$ cat src/rtl/tail_light_pkg.sv
// Shared state encoding and lamp pattern constants for the tail-light decoder.
// State codes match the sequencer's 3-bit encoding so both ends agree on the bus.
package tail_light_pkg;

  localparam logic [2:0] StIdle = 3'b000;
  localparam logic [2:0] StL1   = 3'b001;
  localparam logic [2:0] StL2   = 3'b011;
  localparam logic [2:0] StL3   = 3'b010;
  localparam logic [2:0] StR1   = 3'b110;
  localparam logic [2:0] StR2   = 3'b111;
  localparam logic [2:0] StR3   = 3'b101;
  localparam logic [2:0] StErr  = 3'b100;

  // Bit order is {lc, lb, la, rc, rb, ra}.
  localparam logic [5:0] PatOff = 6'b000_000;
  localparam logic [5:0] PatL1  = 6'b001_000;
  localparam logic [5:0] PatL2  = 6'b011_000;
  localparam logic [5:0] PatL3  = 6'b111_000;
  localparam logic [5:0] PatR1  = 6'b000_001;
  localparam logic [5:0] PatR2  = 6'b000_011;
  localparam logic [5:0] PatR3  = 6'b000_111;

  function automatic logic [5:0] state_pattern(input logic [2:0] st);
    logic [5:0] pat;
    pat = PatOff;
    case (st)
      StL1:    pat = PatL1;
      StL2:    pat = PatL2;
      StL3:    pat = PatL3;
      StR1:    pat = PatR1;
      StR2:    pat = PatR2;
      StR3:    pat = PatR3;
      default: pat = PatOff;
    endcase
    return pat;
  endfunction

  // StErr here means "no further step on this side".
  function automatic logic [2:0] next_state(input logic [2:0] st);
    logic [2:0] nxt;
    nxt = StErr;
    case (st)
      StL1:    nxt = StL2;
      StL2:    nxt = StL3;
      StR1:    nxt = StR2;
      StR2:    nxt = StR3;
      default: nxt = StErr;
    endcase
    return nxt;
  endfunction

  function automatic logic is_left(input logic [2:0] st);
    return (st == StL1) || (st == StL2) || (st == StL3);
  endfunction

  function automatic logic is_right(input logic [2:0] st);
    return (st == StR1) || (st == StR2) || (st == StR3);
  endfunction

  function automatic logic [1:0] step_of(input logic [2:0] st);
    logic [1:0] s;
    s = 2'd0;
    case (st)
      StL1, StR1: s = 2'd1;
      StL2, StR2: s = 2'd2;
      StL3, StR3: s = 2'd3;
      default:    s = 2'd0;
    endcase
    return s;
  endfunction

endpackage

$ cat src/rtl/sync_2ff.sv
// Two-flop synchronizer for asynchronous level inputs; resets to zero.
module sync_2ff #(
  parameter int unsigned WIDTH = 1
) (
  input  logic             clk,
  input  logic             rst_n,
  input  logic [WIDTH-1:0] d,
  output logic [WIDTH-1:0] q
);

  logic [WIDTH-1:0] meta_q;
  logic [WIDTH-1:0] sync_q;

  always_ff @(posedge clk or negedge rst_n) begin
    if (!rst_n) begin
      meta_q <= '0;
      sync_q <= '0;
    end else begin
      meta_q <= d;
      sync_q <= meta_q;
    end
  end

  assign q = sync_q;

endmodule

$ cat src/rtl/tail_light_decoder.sv
// Decodes the six tail-lamp lines into sweep direction/step, sweep counts and faults.
// Optional hold timeout compiled in with `define TAIL_DEC_TIMEOUT_EN.
module tail_light_decoder
  import tail_light_pkg::*;
#(
  parameter int unsigned CNT_W          = 8,
  parameter int unsigned TIMEOUT_CYCLES = 100_000_000
) (
  input  logic             clk,
  input  logic             rst_n,
  input  logic             la,
  input  logic             lb,
  input  logic             lc,
  input  logic             ra,
  input  logic             rb,
  input  logic             rc,
  input  logic             clr,
  output logic             left_active,
  output logic             right_active,
  output logic [1:0]       step,
  output logic             sweep_done,
  output logic [CNT_W-1:0] left_cnt,
  output logic [CNT_W-1:0] right_cnt,
  output logic             err,
  output logic             err_sticky
);

  if (CNT_W < 1 || TIMEOUT_CYCLES < 1) begin : g_bad_params
    $error("tail_light_decoder: CNT_W and TIMEOUT_CYCLES must be non-zero");
  end

  logic [5:0] lamp_raw;
  logic [5:0] pat;

  assign lamp_raw = {lc, lb, la, rc, rb, ra};

  sync_2ff #(
    .WIDTH (6)
  ) u_sync (
    .clk   (clk),
    .rst_n (rst_n),
    .d     (lamp_raw),
    .q     (pat)
  );

  logic [2:0] state_q, state_d;
  logic       active;
  logic       timeout;

  assign active = is_left(state_q) || is_right(state_q);

`ifdef TAIL_DEC_TIMEOUT_EN
  localparam int unsigned HoldW = $clog2(TIMEOUT_CYCLES + 1);

  logic [HoldW-1:0] hold_cnt_q, hold_cnt_d;

  assign timeout = active && (hold_cnt_q >= HoldW'(TIMEOUT_CYCLES));

  always_comb begin
    hold_cnt_d = '0;
    if (active && (state_d == state_q)) begin
      hold_cnt_d = hold_cnt_q + HoldW'(1);
    end
  end

  always_ff @(posedge clk or negedge rst_n) begin
    if (!rst_n) begin
      hold_cnt_q <= '0;
    end else begin
      hold_cnt_q <= hold_cnt_d;
    end
  end
`else
  assign timeout = 1'b0;
`endif

  always_comb begin
    state_d = state_q;
    case (state_q)
      StIdle: begin
        if (pat == PatL1) begin
          state_d = StL1;
        end else if (pat == PatR1) begin
          state_d = StR1;
        end else if (pat != PatOff) begin
          state_d = StErr;
        end
      end
      StErr: begin
        if (pat == PatOff) begin
          state_d = StIdle;
        end
      end
      default: begin
        if (pat == state_pattern(state_q)) begin
          state_d = state_q;
        end else if (pat == PatOff) begin
          state_d = StIdle;
        end else if ((next_state(state_q) != StErr) &&
                     (pat == state_pattern(next_state(state_q)))) begin
          state_d = next_state(state_q);
        end else begin
          state_d = StErr;
        end
      end
    endcase
    if (timeout) begin
      state_d = StErr;
    end
  end

  logic left_inc, right_inc, err_enter;

  assign left_inc  = (state_d == StL3) && (state_q != StL3);
  assign right_inc = (state_d == StR3) && (state_q != StR3);
  assign err_enter = (state_d == StErr) && (state_q != StErr);

  logic             left_active_q, right_active_q, sweep_done_q, err_q, err_sticky_q;
  logic [1:0]       step_q;
  logic [CNT_W-1:0] left_cnt_q, right_cnt_q;

  // Outputs are registered from the next state so they line up with state_q.
  always_ff @(posedge clk or negedge rst_n) begin
    if (!rst_n) begin
      state_q        <= StIdle;
      left_active_q  <= 1'b0;
      right_active_q <= 1'b0;
      step_q         <= 2'd0;
      sweep_done_q   <= 1'b0;
      err_q          <= 1'b0;
    end else begin
      state_q        <= state_d;
      left_active_q  <= is_left(state_d);
      right_active_q <= is_right(state_d);
      step_q         <= step_of(state_d);
      sweep_done_q   <= left_inc || right_inc;
      err_q          <= (state_d == StErr);
    end
  end

  always_ff @(posedge clk or negedge rst_n) begin
    if (!rst_n) begin
      left_cnt_q  <= '0;
      right_cnt_q <= '0;
    end else if (clr) begin
      left_cnt_q  <= '0;
      right_cnt_q <= '0;
    end else begin
      if (left_inc && (left_cnt_q != {CNT_W{1'b1}})) begin
        left_cnt_q <= left_cnt_q + CNT_W'(1);
      end
      if (right_inc && (right_cnt_q != {CNT_W{1'b1}})) begin
        right_cnt_q <= right_cnt_q + CNT_W'(1);
      end
    end
  end

  // A fault arriving together with clr must not be lost.
  always_ff @(posedge clk or negedge rst_n) begin
    if (!rst_n) begin
      err_sticky_q <= 1'b0;
    end else if (err_enter) begin
      err_sticky_q <= 1'b1;
    end else if (clr) begin
      err_sticky_q <= 1'b0;
    end
  end

  assign left_active  = left_active_q;
  assign right_active = right_active_q;
  assign step         = step_q;
  assign sweep_done   = sweep_done_q;
  assign left_cnt     = left_cnt_q;
  assign right_cnt    = right_cnt_q;
  assign err          = err_q;
  assign err_sticky   = err_sticky_q;

endmodule

$ cat config.mk
export PLATFORM = sky130hd
export DESIGN_NAME = tail_light_decoder
export DESIGN_NICKNAME = d
export VERILOG_FILES = /design/src/rtl/tail_light_pkg.sv /design/src/rtl/sync_2ff.sv /design/src/rtl/tail_light_decoder.sv
export SDC_FILE = /design/constraint.sdc
export NUM_CORES = 1
export LEC_CHECK = 0
export CAP_MARGIN = 20
export CELL_PAD_IN_SITES_DETAIL_PLACEMENT = 1
export CELL_PAD_IN_SITES_GLOBAL_PLACEMENT = 1
export CORE_MARGIN = 10
export CORE_UTILIZATION = 45
export CTS_BUF_LIST = sky130_fd_sc_hd__clkbuf_8
export DETAILED_ROUTE_END_ITERATION = 7
export GPL_ROUTABILITY_DRIVEN = 0
export HOLD_SLACK_MARGIN = 0.05
export PLACE_DENSITY_LB_ADDON = 0.1
export SETUP_SLACK_MARGIN = 0.2
export SLEW_MARGIN = 40
export SYNTH_ARGS = -nofsm -noshare
export SYNTH_HDL_FRONTEND = slang
export SYNTH_SLANG_ARGS = --single-unit
$ cat constraint.sdc
create_clock -name clk -period 6.7 [get_ports clk]
set_input_delay 1.34 -clock clk [delete_from_list [all_inputs] [get_ports clk]]
set_output_delay 1.34 -clock clk [all_outputs]
set_load 0.005 [all_outputs]
-- Yosys cells after proc, flatten, opt, wreduce, memory -nomap -nowiden
Cells that the tools add are included.
- bits in registers: 38
- equal/unequal tests: 30
- $add $sub $neg: 2
- muxes and demuxes: 25
- reduce and logical (&&, ||, !) cells: 21
- operator list (kind ; count):
    $pmux W6 S6 ; 2
    $eq A3 B3 Y1 const B ; 11
    $mux W8 ; 4
    $mux W3 ; 10
    $mux W6 ; 4
    $eq A3 B2 Y1 const B ; 6
    $add A8 B1 Y8 const B ; 2
    $ne A8 B8 Y1 const B ; 2
    $eq A6 B6 Y1 ; 2
    $pmux W3 S4 ; 1
    $eq A3 B1 Y1 const B ; 3
    $ne A3 B3 Y1 const B ; 3
    $reduce_or A2 Y1 ; 4
    $eq A6 B1 Y1 const B ; 1
    $eq A6 B4 Y1 const B ; 1
    $logic_and A1 B1 Y1 ; 6
    $logic_not A6 Y1 ; 1
    $pmux W2 S3 ; 1
    $pmux W3 S2 ; 1
    $reduce_bool A2 Y1 ; 3
    $reduce_bool A6 Y1 ; 1
    $logic_or A1 B1 Y1 ; 5
    $logic_not A3 Y1 ; 1
    $ne A3 B2 Y1 const B ; 1
    $mux W1 ; 2

-- Longest topological paths before layout
- depth after elaboration: 22
- depth in mapped cells: 12

-- Hierarchy
A second synthesis with hierarchy kept.
- cell total of the unflattened synthesis: 210
- area, all modules: 2063.2 um^2
- modules (own cells, without submodules) (module ; cells each ; area each (um^2) ; instances):
    tail_light_decoder ; 198 ; 1762.9 ; 1
    sync_2ff ; 12 ; 300.3 ; 1

-- Worst setup path after synthesis
Ideal clock, no wire load.
- path type: flip-flop to flip-flop
- from: register u_sync.sync_q[2] (netlist: u_sync.q[2])
- to: register left_cnt_q[7] (netlist: left_cnt[7])
- cell stages (with the launch flop): 12
- library setup time: 0.078 ns
- path slack: 3.593 ns
- period minus slack after synthesis: 3.107 ns
- arrival: 3.030 ns
- required time: 6.622 ns
- cell sequence: dfrtp_1 -> or3_4 -> nor4_4 -> a211o_1 -> nor2_1 -> a221oi_1 -> ha_1 -> nand2_1 -> a31oi_1 -> nand3_1 -> or3_1 -> a21oi_1
- longest elaborated chain between the ends: 10
- elaborated cells on any way between the ends: 19
- RTL lines (element ; line ; source):
    from (decl) ; sync_2ff.sv:12 ; logic [WIDTH-1:0] sync_q;
    from (signal assigned) ; sync_2ff.sv:20 ; sync_q <= meta_q;
    $eq A6 B6 Y1 ; tail_light_decoder.sv:100 ; (pat == state_pattern(next_state(state_q)))) begin
    $logic_and A1 B1 Y1 ; tail_light_decoder.sv:99 ; end else if ((next_state(state_q) != StErr) &&
    $mux W3 ; tail_light_decoder.sv:99 ;
    $mux W3 ; tail_light_decoder.sv:97 ; end else if (pat == PatOff) begin
    $mux W3 ; tail_light_decoder.sv:95 ; if (pat == state_pattern(state_q)) begin
    $pmux W3 S2 (*) ; tail_light_decoder.sv:79 ; case (state_q)
    $eq A3 B2 Y1 (*) ; tail_light_decoder.sv:114 ; assign left_inc = (state_d == StL3) && (state_q != StL3);
    $logic_and A1 B1 Y1 (*) ; tail_light_decoder.sv:114 ;
    $logic_and A1 B1 Y1 (*) ; tail_light_decoder.sv:149 ; if (left_inc && (left_cnt_q != {CNT_W{1'b1}})) begin
    $reduce_bool A2 Y1 (no line) (*) ; -- ;
    to (signal assigned) ; tail_light_decoder.sv:150 ; left_cnt_q <= left_cnt_q + CNT_W'(1);
    to (decl) ; tail_light_decoder.sv:120 ; logic [CNT_W-1:0] left_cnt_q, right_cnt_q;
Mark *: on every way between the ends. The rest lies on a longest branch, timed or not.
A chain may end at the register's enable or synchronous reset.

-- Worst setup path after layout
- from: register state_q[1]
- to: register left_cnt_q[7] (netlist: left_cnt[7])
- longest elaborated chain between the ends: 20
- elaborated cells on any way between the ends: 41
- RTL lines (element ; line ; source):
    from (decl) ; tail_light_decoder.sv:46 ; logic [2:0] state_q, state_d;
    from (signal assigned) ; tail_light_decoder.sv:125 ; state_q <= StIdle;
    from (signal assigned) ; tail_light_decoder.sv:132 ; state_q <= state_d;
    $eq A3 B3 Y1 (tied with other cells) ; tail_light_pkg.sv:26, tail_light_pkg.sv:42 ;
    $pmux W3 S4 ; tail_light_pkg.sv:42 ; case (st)
    $mux W3 ; tail_light_decoder.sv:97 ;
    $mux W3 ; tail_light_decoder.sv:95 ;
    $mux W3 ; tail_light_decoder.sv:79 ;
    $eq A3 B3 Y1 (tied with other cells) ; tail_light_pkg.sv:26 ; case (st)
    $pmux W6 S6 ; tail_light_pkg.sv:26 ;
    $mux W6 ; tail_light_decoder.sv:97 ;
    (+4 left out) ; -- ;
    $mux W3 ; tail_light_decoder.sv:99 ;
    $mux W3 ; tail_light_decoder.sv:97 ;
    $mux W3 ; tail_light_decoder.sv:95 ;
    $pmux W3 S2 ; tail_light_decoder.sv:79 ;
    $eq A3 B2 Y1 ; tail_light_decoder.sv:114 ;
    $logic_and A1 B1 Y1 (*) ; tail_light_decoder.sv:114 ;
    $logic_and A1 B1 Y1 (*) ; tail_light_decoder.sv:149 ;
    $reduce_bool A2 Y1 (no line) (*) ; -- ;
Mark *: on every way between the ends. The rest lies on a longest branch, timed or not. The select of a mux whose other input is x is not followed.

==> results_dict.tcl <==
set metrics [dict create \
    worstMarginPinSlew_ns 0.609 \
    clock_sinks 38 \
    fp.dieArea_um2 7110 \
    route.detailed.drc 0 \
    wire_per_inst_um 19.2 \
    ctsResizeCount 0 \
    cts_tree "built" \
    grt_overflow 0 \
    synth_cells 184 \
    grt_pass1_wl_um 8400 \
    antenna_found_initial 0 \
    syn_avg_cell_area_um2 10.1 \
    maxUsedRoutingLayer "met4" \
    fmax_mhz 273 \
    crit_fanout 13 \
    final_nets 228 \
    n_antenna_cell 0 \
    p_leak_nw 0.956 \
    vias 1550 \
    vdd_drop_max_mv 0.145 \
    routed_wl_um 5080 \
    power.density_nw_per_um2 182 \
    slew_violations 0 \
    yosysWarnings 0 \
    synthArstFlopShare_pct 100 \
    hold_viol 0 \
    drv_cap 0 \
    met3_wirelength_um 169 \
    finalSetupViolations 0 \
    cts.htree.levels 2 \
    status "finished clean" \
    fin_util_pct 57.2 \
    clock-root-buffer "clkbuf_8" \
    min-delay-start "u_sync.meta_q[1]" \
    chipWidth_um 84.3 \
    finalCriticalPeriod_ns 3.66 \
    crit_type "reg -> reg" \
    antenna_left 0 \
    hpwlAfterDp_um 3680 \
    die_h_um 84.3 \
    tns_ns 0 \
    hold-path-cell-count 0 \
    io_buffer_count 31 \
    row_count 23 \
    postCtsHoldBufs 0 \
    worstRegToRegCells 12 \
    cts_setup_buffers 0 \
    worstSetupStartpoint "state_q[1]" \
    synth_edf_count 0 \
    clkLatencyLatePin_ns 0.29 \
    yosysSeqAreaShare_pct 51.1 \
    drt_iter0_markers 78 \
    synth_ff_type "dfrtp_1" \
    rsz0062_at_grt "no" \
    first_global_vias 1758 \
    synth.distinct_cells 43 \
    worstSetupStartpointType "flip-flop" \
    critPathRequiredTime_ns 6.91 \
    wl_met2_um 2730 \
    start_util_pct 46.5 \
    cts_buffers 5 \
    area_delta_synth_final_pct 23.0 \
    ios 32 \
    synth_area_um2 1860 \
    clock_path_buffers 2 \
    fin_crit_sh_pct 54.6 \
    first_pass_iters 4 \
    via_per_inst 5.85 \
    slew_headroom_pct 59.3 \
    clkTransAtPathRegs_ns 0.08 \
    skew_ns 0.00573 \
    reg2reg_from "state_q[1]" \
    grt_use_total_pct 14.4 \
    drive_above_1_share_pct 6.51 \
    wl_met1_um 2020 \
    hp-class "reg -> reg" \
    core_um2 4000 \
    ys_seq_elements 38 \
    syn-num-nets 198 \
    end_kind "flip-flop" \
    grt_max_degree 39 \
    cp.arrival_ns 3.87 \
]
## where the power goes
| part | internal, mW | switching [mW] |
|---|---|---|
| registers | 0.233 | 0.00516 |
| clock network | 0.0815 | 0.0807 |
| logic | 0.00714 | 0.00972 |
| total | 0.322 | 0.0956 |
## placed cells by master (no fill, tap or decap), types with 2 or more instances in the layout
cell type        instances
clkbuf_8                 6
or4_1                    4
or3_1                    8
nor2b_1                  4
and3_1                   4
nand2_1                 11
mux2i_1                  3
dfrtp_1                 38
o31ai_1                  3
a221o_1                  2
ha_1                     5
xor2_1                   7
a21oi_1                  9
nor4_1                   2
a31oi_1                  2
inv_1                   11
clkdlybuf4s50_1         30
o21ai_0                  8
nand3b_1                 2
nor2_1                  20
nand3_1                 12
## path summary, 6_finish.rpt
kind | slack (ns) | end
setup reg to reg | 3.04 | left_cnt[7]
max in group asynchronous | 5.36 | right_cnt[3]
min in group asynchronous | 1.00 | state_q[2]
setup / recovery | 3.04 | left_cnt[7]
hold / removal | 0.35 | u_sync.q[1]
hold reg to reg | 0.35 | u_sync.q[1]
## synth_stat cells, drive strengths merged (3+ instances only)
cell | n | share of area (%)
nor2b | 4 | 1.3
or3 | 9 | 3.3
buf | 5 | 1.3
dfrtp | 38 | 51
o21ai | 8 | 2.2
o31ai | 3 | 1.2
xor2 | 7 | 3.3
inv | 10 | 2.0
nand2 | 11 | 2.2
nor4 | 3 | 1.8
and3 | 4 | 1.3
a21oi | 9 | 2.4
clkbuf | 4 | 0.81
ha | 5 | 3.4
mux2i | 3 | 1.6
nand3 | 12 | 3.2
nor2 | 20 | 4.0
or4 | 5 | 2.2
## flip-flops by register name (all words and copies together), names as in the netlist
register	count
left_cnt	8
right_cnt	8
u_sync.meta_q	6
u_sync.q	6
state_q	3
step	2
err	1
err_sticky	1
left_active	1
right_active	1
sweep_done	1
## cell type report
type,instances,area (um2)
Fill cell,444,1710
Sequential cell,38,951
Multi-Input combinational cell,127,835
Timing Repair Buffer,32,313
Clock buffer,6,82.6
Tap cell,50,62.6
Inverter,10,37.5
Clock inverter,2,8.76
## worst max-delay path, stage by stage, from the launching register on
cell and delay, ns:
dfrtp_1 0.59, inv_1 0.16, o2111ai_1 0.39, o31a_1 0.24, nor2_1 0.09, a221oi_1 0.47, clkbuf_2 0.24, ha_1 0.19
nand2_1 0.08, a31oi_1 0.40, nand3_1 0.21, or3_1 0.36, a21oi_1 0.16
## layer usage
metal  GRT usage [%]  vias up
met5               0        -
met4            7.91        0
met3            3.67       17
met2            26.0       37
met1            14.8      779
li1                -      717
## cells by family after synthesis
family | synth area share [%]
XOR/XNOR | 3.29
AO/OA/AOI/OAI | 14.3
buffers and inverters | 4.10
adder cells (fa/ha/maj) | 3.36
multiplexers | 1.61
flip-flops | 51.1
AND/OR/NAND/NOR | 22.2
## per-stage QoR
stage | cell area (um2) | hold WS (ns) | total power [mW] | setup slack, ns | cells
finish | 2290 | 0.352 | 0.417 | 3.04 | 265
CTS | 2280 | 0.353 | 0.420 | 2.87 | 264
global placement | 2190 | 0.335 | 0.258 | 3.34 | 256
global route | 2290 | 0.357 | 0.436 | 2.72 | 265
floorplan | 1860 | 0.331 | 0.248 | 3.59 | 184
detailed placement | 2190 | 0.337 | 0.260 | 2.91 | 256
Power figures use the tool's default switching activity.
